<file path="config.mk">
export PLATFORM = sky130hd
export DESIGN_NAME = jts16_char_fetch
export DESIGN_NICKNAME = d
export VERILOG_FILES = /design/src/rtl/jts16_char_fetch.sv
export SDC_FILE = /design/constraint.sdc
export NUM_CORES = 1
export LEC_CHECK = 0
export CELL_PAD_IN_SITES_DETAIL_PLACEMENT = 0
export CELL_PAD_IN_SITES_GLOBAL_PLACEMENT = 1
export CORE_ASPECT_RATIO = 0.8
export CORE_MARGIN = 2
export CORE_UTILIZATION = 46
export CTS_BUF_LIST = sky130_fd_sc_hd__clkbuf_4 sky130_fd_sc_hd__clkbuf_8 sky130_fd_sc_hd__clkbuf_16
export DETAILED_ROUTE_END_ITERATION = 6
export PLACE_DENSITY = 0.89
export SETUP_SLACK_MARGIN = 0.3
export SLEW_MARGIN = 40
export SYNTH_ARGS = -nofsm -noshare
export SYNTH_HDL_FRONTEND = slang
export SYNTH_SLANG_ARGS = --single-unit
export TNS_END_PERCENT = 1
</file>
<file path="constraint.sdc">
create_clock -name clk -period 6.3 [get_ports clk]
set_clock_uncertainty 0.05 [all_clocks]
set_input_delay 1.26 -clock clk [delete_from_list [all_inputs] [get_ports clk]]
set_output_delay 1.26 -clock clk [all_outputs]
set_load 0.1 [all_outputs]
</file>
<file path="src/rtl/jts16_char_fetch.sv">
// Tile-ROM fetch bridge for the character layer: 2-entry tag cache in front of
// an SDRAM cs/ok slot, with a watchdog that re-issues requests the SDRAM drops.
module jts16_char_fetch #(
   parameter int AW      = 13,
   parameter int DW      = 32,
   parameter int TIMEOUT = 63
)(
   input  logic          rst,
   input  logic          clk,
   input  logic          flush,
   input  logic [AW-1:0] lyr_addr,
   output logic          lyr_ok,
   output logic [DW-1:0] lyr_data,
   output logic          rom_cs,
   output logic [AW-1:0] rom_addr,
   input  logic          rom_ok,
   input  logic [DW-1:0] rom_data,
   output logic [7:0]    retries
);

   typedef enum logic [1:0] { IDLE, ARM, WAIT, RETRY } state_t;

   localparam logic [7:0] TMO = 8'(TIMEOUT);

   function automatic logic [7:0] sat_inc(input logic [7:0] v);
      return (v == 8'hff) ? v : v + 8'd1;
   endfunction

   state_t        state;
   logic [AW-1:0] addr_l, last_addr;
   logic          last_vld, ok_r, lru;
   logic [7:0]    cnt;
   logic [1:0]    valid;
   logic [AW-1:0] tag  [2];
   logic [DW-1:0] data [2];

   logic hit0, hit1, hit, hit_sel, need_eval, addr_chg, fill;

   always_comb begin
      hit0      = valid[0] && (tag[0] == addr_l);
      hit1      = valid[1] && (tag[1] == addr_l);
      hit       = hit0 || hit1;
      hit_sel   = hit1;
      // last_vld is cleared by reset and flush so the current address is looked up again
      need_eval = !last_vld || (addr_l != last_addr);
      addr_chg  = addr_l != rom_addr;
      fill      = (state == WAIT) && !addr_chg && rom_ok && !flush;
   end

   assign lyr_ok = ok_r && (lyr_addr == addr_l);

   always_ff @(posedge clk, posedge rst) begin
      if (rst) begin
         state     <= IDLE;
         addr_l    <= '0;
         last_addr <= '0;
         last_vld  <= 1'b0;
         ok_r      <= 1'b0;
         lru       <= 1'b0;
         cnt       <= 8'd0;
         valid     <= 2'b00;
         rom_cs    <= 1'b0;
         rom_addr  <= '0;
         lyr_data  <= '0;
         retries   <= 8'd0;
      end else begin
         addr_l <= lyr_addr;
         case (state)
            IDLE: begin
               if (!flush && need_eval) begin
                  if (hit) begin
                     lyr_data  <= data[hit_sel];
                     ok_r      <= 1'b1;
                     lru       <= ~hit_sel;
                     last_addr <= addr_l;
                     last_vld  <= 1'b1;
                  end else begin
                     ok_r     <= 1'b0;
                     rom_addr <= addr_l;
                     rom_cs   <= 1'b1;
                     cnt      <= 8'd0;
                     state    <= ARM;
                  end
               end
            end
            // rom_ok may still belong to the previous address here
            ARM: begin
               if (addr_chg) begin
                  rom_addr <= addr_l;
                  cnt      <= 8'd0;
               end else begin
                  state <= WAIT;
               end
            end
            WAIT: begin
               if (addr_chg) begin
                  rom_addr <= addr_l;
                  cnt      <= 8'd0;
                  state    <= ARM;
               end else if (rom_ok) begin
                  lyr_data  <= rom_data;
                  ok_r      <= 1'b1;
                  rom_cs    <= 1'b0;
                  last_addr <= rom_addr;
                  last_vld  <= 1'b1;
                  state     <= IDLE;
                  if (fill) begin
                     valid[lru] <= 1'b1;
                     lru        <= ~lru;
                  end
               end else if (cnt == TMO) begin
                  rom_cs  <= 1'b0;
                  retries <= sat_inc(retries);
                  state   <= RETRY;
               end else begin
                  cnt <= cnt + 8'd1;
               end
            end
            RETRY: begin
               rom_addr <= addr_l;
               rom_cs   <= 1'b1;
               cnt      <= 8'd0;
               state    <= ARM;
            end
            default: state <= IDLE;
         endcase
         if (flush) begin
            valid    <= 2'b00;
            ok_r     <= 1'b0;
            last_vld <= 1'b0;
         end
         // any pending address change invalidates whatever is presented
         if (lyr_addr != addr_l) ok_r <= 1'b0;
      end
   end

   // cache payload needs no reset: valid bits gate every use
   always_ff @(posedge clk) begin
      if (fill) begin
         tag[lru]  <= rom_addr;
         data[lru] <= rom_data;
      end
   end

endmodule

</file>
Word level (Yosys, flattened, before mapping). Memory sizes are Yosys's and may differ from the RTL's. Cells that the tools add are included.

Bits in writable memories: 90. Output and inout bits: 55. Flip-flop bits (word level): 95. Memories: 2. Bits of input ports: 49.

Eq/ne operators: 32. Order comparisons: 2. Reduce and logical (&&, ||, !) cells: 32. Bitwise logic cells: 6. Mux-type cells: 60. Add/subtract/negate cells: 2.

Memory list: data (depth 2, width 32, read ports 1, clocked after Yosys merged registers in 0, wr ports 1, line 35) `logic [DW-1:0] data [2];`; tag (depth 2, width 13, read ports 2, clocked after Yosys merged registers in 0, wr ports 1, line 34) `logic [AW-1:0] tag [2];`.

Operator list (number): 2-to-1 mux 32 bit (4); 2-to-1 mux 13 bit (7); case mux 32 bit (2 select lines) (1); 2-to-1 mux 8 bit (6); equality test 13 bit (3); != test 13 bit (3); case mux 13 bit (3 select lines) (1); case mux 8 bit (4 select lines) (1); case mux 13 bit (2 select lines) (1); AND reduction 5 bit (5); 2-to-1 mux 1 bit (22); 2-to-1 mux 2 bit (11); != test 2 bit (second input constant) (9); != test 3 bit (second input constant) (6); adder 8 x 1 -> 8 bit (second input constant) (2); != test 4 x 3 -> 1 bit (second input constant) (3); AND reduction 4 bit (3); equality test 8 x 6 -> 1 bit (second input constant) (1); equality test 8 bit (second input constant) (1); logical AND 1 bit (8); case mux 2 bit (4 select lines) (1); nonzero test 2 bit (4); case mux 1 bit (2 select lines) (3); AND reduction 6 bit (1); 18 further kinds (27).

Depth between registers and ports, before layout. Gate-level depths: netlist of the first run.

Depth after elaboration: 10. Mapped depth: 11. Mapped depth without buffers: 8.

Worst setup path before layout of the first run. Ideal clock, no wire load.

Kind: register to register. Start: register rom_addr[2]. End: memory data[1][0], enable pin. Path buffers: 0. Required time: 5737 ps. Setup slack: 564 ps. Data arrival time: 5173 ps. Stages on the path, launching flop included: 6. Library setup time: 513 ps. Cell sequence: dfrtp_1 xnor2_1 and4_1 and4_1 nand4_1 nor3b_1.

Longest elaborated chain between the ends: 7.

RTL lines: start, declared (line 15) `output logic [AW-1:0] rom_addr,`; start signal, assigned (line 79) `rom_addr <= addr_l;`; start signal, assigned (line 89) `rom_addr <= addr_l;`; start signal, assigned (line 97) `rom_addr <= addr_l;`; != test 13 bit (line 46) `addr_chg = addr_l != rom_addr;`; logical NOT 1 bit (line 47) `fill = (state == WAIT) && !addr_chg && rom_ok && !flush;`; logical AND 1 bit (3 in a row) (line 47); 2-to-1 mux 1 bit (line 139) `if (fill) begin`; 2-to-1 mux 1 bit (not written as such) (line 141) `data[lru] <= rom_data;`; end, declared (line 35).

No other way between the ends.

Worst setup path after layout of the first run.
Start: input port lyr_addr[8]. End: output port lyr_ok.

Longest elaborated chain between the ends: 2.

RTL lines: start, declared (line 11) `input logic [AW-1:0] lyr_addr,`; equality test 13 bit (line 50) `assign lyr_ok = ok_r && (lyr_addr == addr_l);`; logical AND 1 bit (line 50); end, declared (line 12) `output logic lyr_ok,`.

No other way between the ends.

==> impl_metrics.ini, run 1 <==
[final_layout]
num_antenna_cells = 0
seqCellArea_um2 = 5080
drive_gt1_share_pct = 19.86
multi_input_area_um2 = 3117
nFillCells = 1466
fin_nets = 771
area_growth_pct = 18.43

[min_path]
hold_path.class = reg2reg

[worst_setup_path]
cp_top_family = simple AND/OR/NAND/NOR gates
cpMaxStageDelayCell = nor4_1
path_cells = clkdlybuf4s50_1 > xor2_1 > nor4_1 > nand4_1 > nor4_1 > and2_1 > buf_4
path_buf_inv = 2
critPathArrivalTime_ns = 3.39
crit_path_start_kind = input port
cp_slowest_stage_delay_ns = 0.51
crit_path_frequent_cell = nor4_1
cp.required_ns = 4.99
path_class = in2out
cp_max_fo = 2
worstSetupEndpointType = primary output

[timing]
finalMaxSlewViolations = 0
setup_viol = 0
final_hold_viol_count = 0
post-route-period-util_pct = 74.59
worst_pin_slew_ns = 0.8627
fin_crit_ns = 4.699
fin_tns_setup_ns = 0
slew_headroom_pct = 41.96
rsz0062_at_grt = no
clock.fmax_ghz = 0.2128

[clocking]
tritoncts = yes
htreeDepth = 4
post_cts_buffers = 0
clockRootBuffer = clkbuf_16
cts_buffers = 17
cts_sinks = 185
cts_hold_buf = 0
clk_pin_slew_ns = 0.07
insertion_delay_ns = 0.43
cts_max_path_buffers = 2
post_cts_resized = 0

[route]
dr_total_vias = 5396
antenna_left = 0
drt_iter0_drc = 452
wl_um = 18490
dr.pass1.iters = 5
via_per_inst = 5.621
drc = 0
wire_per_inst_um = 19.26

[synthesis]
synthDistinctLibCells = 57
synth_nets = 678
ys_async_sr_fraction_pct = 51.35
synth_area_per_cell_um2 = 13.51
synthTopCellsByArea = edfxtp_1 32%, dfrtp_1 28%, mux2i_1 5.6%, xnor2_1 4.3%, mux2_1 3.5%
syn_inst = 624
synth_warnings = 0
yosys.area.top_type = edfxtp_1
synth_edf_count = 90
ys_seq_area_share_pct = 60.26
synth-seq-cells = 185
yosysTopAreaCellShare_pct = 32.06
synth_area_um2 = 8431
ys.flop_type = dfrtp_1

[die]
die_y_um = 125.1
core_area_um2 = 18060
start_util_pct = 46.69
die_x_um = 155.4
rows = 44
dieArea_um2 = 19430
pin_count = 104

[power]
power.density_nw_per_um2 = 456.2
leakage_uw = 0.003929
ir_drop_uv = 283.0
finalPower_uw = 4555

[run_status]
status = finished clean

[placement]
io_buffer_count = 103
dp_hpwl_um = 12400
finalWeightedCongestion = 0.8662

[global_routing]
antenna_found_initial = 0
grt_pass1_wl_um = 29930
grt_pass1_vias = 5475
grt_overflow = 0
grt_max_degree = 63
grt.total_usage_pct = 19.78

[run]
cap_viol_max_count = 0
==> worst paths after layout <==
check / cells past startpoint / from / slack, ns / end
max reg2reg: 8 / addr_l[11] / 2.05 / lyr_data[24]
max: 7 / lyr_addr[8] / 1.60 / lyr_ok
min in group asynchronous: 2 / rst / 1.17 / retries[6]
min reg2reg: 1 / lyr_data[7] / 0.43 / lyr_data[7]
max in group asynchronous: 3 / rst / 4.08 / lyr_data[0]
min: 1 / lyr_data[7] / 0.43 / lyr_data[7]
==> layout by cell type (no fill, tap or decap), types with 7 or more instances in the layout <==
cell	Yosys	routed
mux2_2	21	21
xnor2_1	41	41
a21oi_2	10	10
dfrtp_1	95	95
xnor2_2	8	8
nor2_1	13	13
mux2i_1	47	47
mux2_1	26	26
buf_4	4	7
o21ai_0	35	35
clkdlybuf4s50_1	0	48
a31oi_1	16	16
inv_1	9	8
nor4_1	10	10
xor2_1	23	23
and3_1	9	8
nand4_1	19	19
clkbuf_16	0	19
nand3_1	14	14
edfxtp_1	90	90
buf_2	14	54
nand2_1	40	40
==> per-stage QoR <==
stage / setup WS, ns / util [%] / instance area (um^2) / cells / hold WS [ns]
6_report: 1.601 / 55.29 / 9985 / 960 / 0.4295
5_1_grt: 1.491 / 55.29 / 9985 / 960 / 0.4613
4_1_cts: 1.616 / 55.27 / 9981 / 960 / 0.4347
3_5_place_dp: 1.611 / 51.79 / 9351 / 928 / 0.4191
3_3_place_gp: 1.772 / 53.15 / 9597 / 927 / 0.4169
2_1_floorplan: 0.5642 / - / 8431 / 624 / 0.4129
==> where the power goes <==
group          total (uW)  internal [uW]  switching, uW
registers            1610           1460            150
clock network        1120            659            457
logic                1830            433           1390
total                4550           2550           2000
==> cells in the mapped netlist, drive strengths merged (3+ instances only) <==
cell type / count
a41oi: 3
mux2: 47
nor4: 11
and2: 4
o2bb2ai: 3
nand4: 19
nand3: 14
edfxtp: 90
nor2: 13
clkbuf: 11
and3: 9
a31oi: 16
nand2b: 3
inv: 9
dfrtp: 95
a21oi: 14
xor2: 23
mux2i: 47
o211ai: 4
o21ai: 35
buf: 26
and4: 5
xnor2: 49
nand2: 40
ha: 5
==> sequential cells by signal (all words and copies together) (netlist names) <==
name	cells
addr_l	13
cnt	8
data	64
last_addr	13
last_vld	1
lru	1
lyr_data	32
ok_r	1
retries	8
rom_addr	13
rom_cs	1
state	2
tag	26
valid	2
==> area by class of cell <==
cell class | count | share of cell area [%]
clock buffers | 22 | 5.050
clock inverters | 10 | 1.253
inverters | 9 | 0.3634
multi-input cells | 393 | 31.22
flip-flops and latches | 185 | 50.88
well taps | 230 | 2.882
repair buffers | 111 | 8.358
==> cell families (layout without fill, tap and decap cells) <==
| kind of cell | after synthesis | count (layout) | share of synthesized area, % |
|---|---|---|---|
| buffers and inverters | 46 | 152 | 3.013 |
| muxes | 94 | 94 | 11.86 |
| and+or+nand+nor | 129 | 129 | 8.148 |
| AOI/OAI and AO/OA | 93 | 93 | 7.792 |
| adders and majority gates | 5 | 5 | 0.7421 |
| xor gates and xnor gates | 72 | 72 | 8.192 |
| DFF | 185 | 185 | 60.26 |
==> layer usage <==
layer / share of wire, % / vias to the layer above / GRT usage (%) / wire (um)
met5: 0 / - / 0 / 0
met3: 6.0 / 20 / 5.165 / 1105
met4: 1.2 / 0 / 5.127 / 229
met2: 43 / 185 / 29.07 / 8043
met1: 49 / 2700 / 29.39 / 9113
li1: - / 2491 / - / -
Note: power is estimated with default switching activity, not from simulation.
==> inputs of run 2 (changes only) <==
--- a/config.mk
+++ b/config.mk
@@ -9,10 +9,10 @@
 export CELL_PAD_IN_SITES_GLOBAL_PLACEMENT = 1
 export CORE_ASPECT_RATIO = 0.8
 export CORE_MARGIN = 2
-export CORE_UTILIZATION = 46
+export CORE_UTILIZATION = 41
 export CTS_BUF_LIST = sky130_fd_sc_hd__clkbuf_4 sky130_fd_sc_hd__clkbuf_8 sky130_fd_sc_hd__clkbuf_16
 export DETAILED_ROUTE_END_ITERATION = 6
-export PLACE_DENSITY = 0.89
+export PLACE_DENSITY = 0.85
 export SETUP_SLACK_MARGIN = 0.3
 export SLEW_MARGIN = 40
 export SYNTH_ARGS = -nofsm -noshare
==> constraint.sdc (replaced) <==
create_clock -name clk -period 3.8 [get_ports clk]
set_clock_uncertainty 0.05 [all_clocks]
set_input_delay 0.76 -clock clk [delete_from_list [all_inputs] [get_ports clk]]
set_output_delay 0.76 -clock clk [all_outputs]
set_load 0.1 [all_outputs]
==> impl_metrics.ini, run 2 (synthesis results as in run 1) <==
[final_layout]
seqCellArea_um2 = 5090
drive_gt1_share_pct = 21.88
multi_input_area_um2 = 3142
final_common_cell = edfxtp_1
instances_no_fill = 1000
largest_reg_flops = 64
regMostFlops = data
top_regs = data: 64 flops, lyr_data: 32 flops, tag: 26 flops
nFillCells = 1692
num_antenna_cells = 0
area_growth_pct = 19.66
final_cell_mix = 90 x edfxtp_1, 87 x dfrtp_1, 54 x buf_2
fin_nets = 778

[placement]
dp_hpwl_um = 12900
finalWeightedCongestion = 0.8581
io_buffer_count = 103
post-place-cells = 969

[power]
leakage_uw = 0.003937
power_switching_share_pct = 44.82
power_frac_comb_pct = 40.7
p_int_uw = 4149
ir_drop_uv = 803.9
p_clk_share_pct = 23.6
seqPwrFrac_pct = 35.7
switching_power_uw = 3370
power.density_nw_per_um2 = 745.4

[clocking]
post_cts_buffers = 0
cts_hold_buf = 0
cts_buffers = 17
tritoncts = yes
clk_pin_slew_ns = 0.07
cts_max_path_buffers = 2
clockRootBuffer = clkbuf_16
cts_sinks = 185
htreeDepth = 4
insertion_delay_ns = 0.42

[die]
start_util_pct = 42.21
die_y_um = 132.3
core_area_um2 = 19970
dieArea_um2 = 21730
pin_count = 104
die_x_um = 164.3
rows = 46

[timing]
post-route-period-util_pct = 87.50
fin_crit_ns = 3.325
slew_headroom_pct = 45.47
rsz0062_at_grt = no
finalMaxSlewViolations = 0
clock.fmax_ghz = 0.3007
final_hold_viol_count = 0
setup_viol = 0
fin_tns_setup_ns = 0
worst_pin_slew_ns = 0.8105

[worst_setup_path]
cp.required_ns = 2.99
path_class = in2out
critPathArrivalTime_ns = 2.52
cp_max_fo = 2
worstSetupEndpointType = primary output
rr_worst_depth = 7
crit_path_start_kind = input port

[route]
drc = 0
antenna_left = 0
via_per_inst = 5.440
dr.pass1.iters = 5
dr_total_vias = 5440
wire_per_inst_um = 19.27
wl_um = 19270
drt_iter0_drc = 433

[global_routing]
grt_overflow = 0
grt_max_degree = 60
grt.total_usage_pct = 18.25
grt_pass1_vias = 5679
antenna_found_initial = 0
grt_pass1_wl_um = 30680

[run_status]
status = finished clean

[min_path]
whs_path_depth = 1
hold_path.class = reg2reg

[run]
cap_viol_max_count = 0
==> run 2: metal layers <==
metal,part of all wire (%),GRT usage (%),up-vias
li1,-,-,2510
met1,45,25.21,2701
met2,48,29.08,209
met3,6.4,3.806,20
met4,1.2,5.361,0
met5,0,0,-
==> run 2: final timing paths <==
path                              start  slack (ns)           end
setup / recovery            lyr_addr[3]        0.47        lyr_ok
hold / removal             lyr_data[25]        0.44  lyr_data[25]
setup reg to reg              addr_l[9]        0.64  lyr_data[15]
hold reg to reg            lyr_data[25]        0.44  lyr_data[25]
max in group asynchronous           rst        2.28   lyr_data[3]
min in group asynchronous           rst        0.71  lyr_data[18]
==> run 2: repair_timing <==
| item | CTS | global route |
|---|---|---|
| setup endpoints to repair | 1 | 1 |
| gates resized for setup | 2 | 0 |
| pin swaps | 1 | 2 |
==> run 2: power groups by stage <==
stage	registers (uW)	logic, uW	clock network (uW)
2_1_floorplan	4130	1060	0
3_3_place_gp	2710	3180	0
3_5_place_dp	2720	3050	0
4_1_cts	2680	3060	1830
5_1_grt	2720	3210	1910
6_report	2680	3060	1780
==> run 2: layout make-up <==
type	count	share of cell area, %
repair buffers	118	8.880
flip-flops and latches	185	50.45
inverters	9	0.3845
clock buffers	17	4.217
clock inverters	14	1.650
multi-input cells	393	31.14
well taps	264	3.274
==> run 2: critical path: stages <==
cell and delay, ns:
clkdlybuf4s50_1 0.44, xor2_1 0.17, nor4_2 0.31, nand4_1 0.21, nor4_2 0.21, and2_1 0.23
buf_12 0.19
==> run 2: stage by stage <==
stage	utilization (%)	hold slack, ns	total power [uW]	area, um^2	worst slack [ns]
final	50.51	0.4351	7519	10090	0.4748
after global placement	48.80	0.4174	5891	9747	0.2478
after floorplan	-	0.4129	5188	8463	0.2984
after CTS	50.50	0.4434	7570	10090	0.3039
after detailed placement	47.48	0.4268	5773	9482	0.2704
after global routing	50.51	0.4608	7837	10090	0.3351
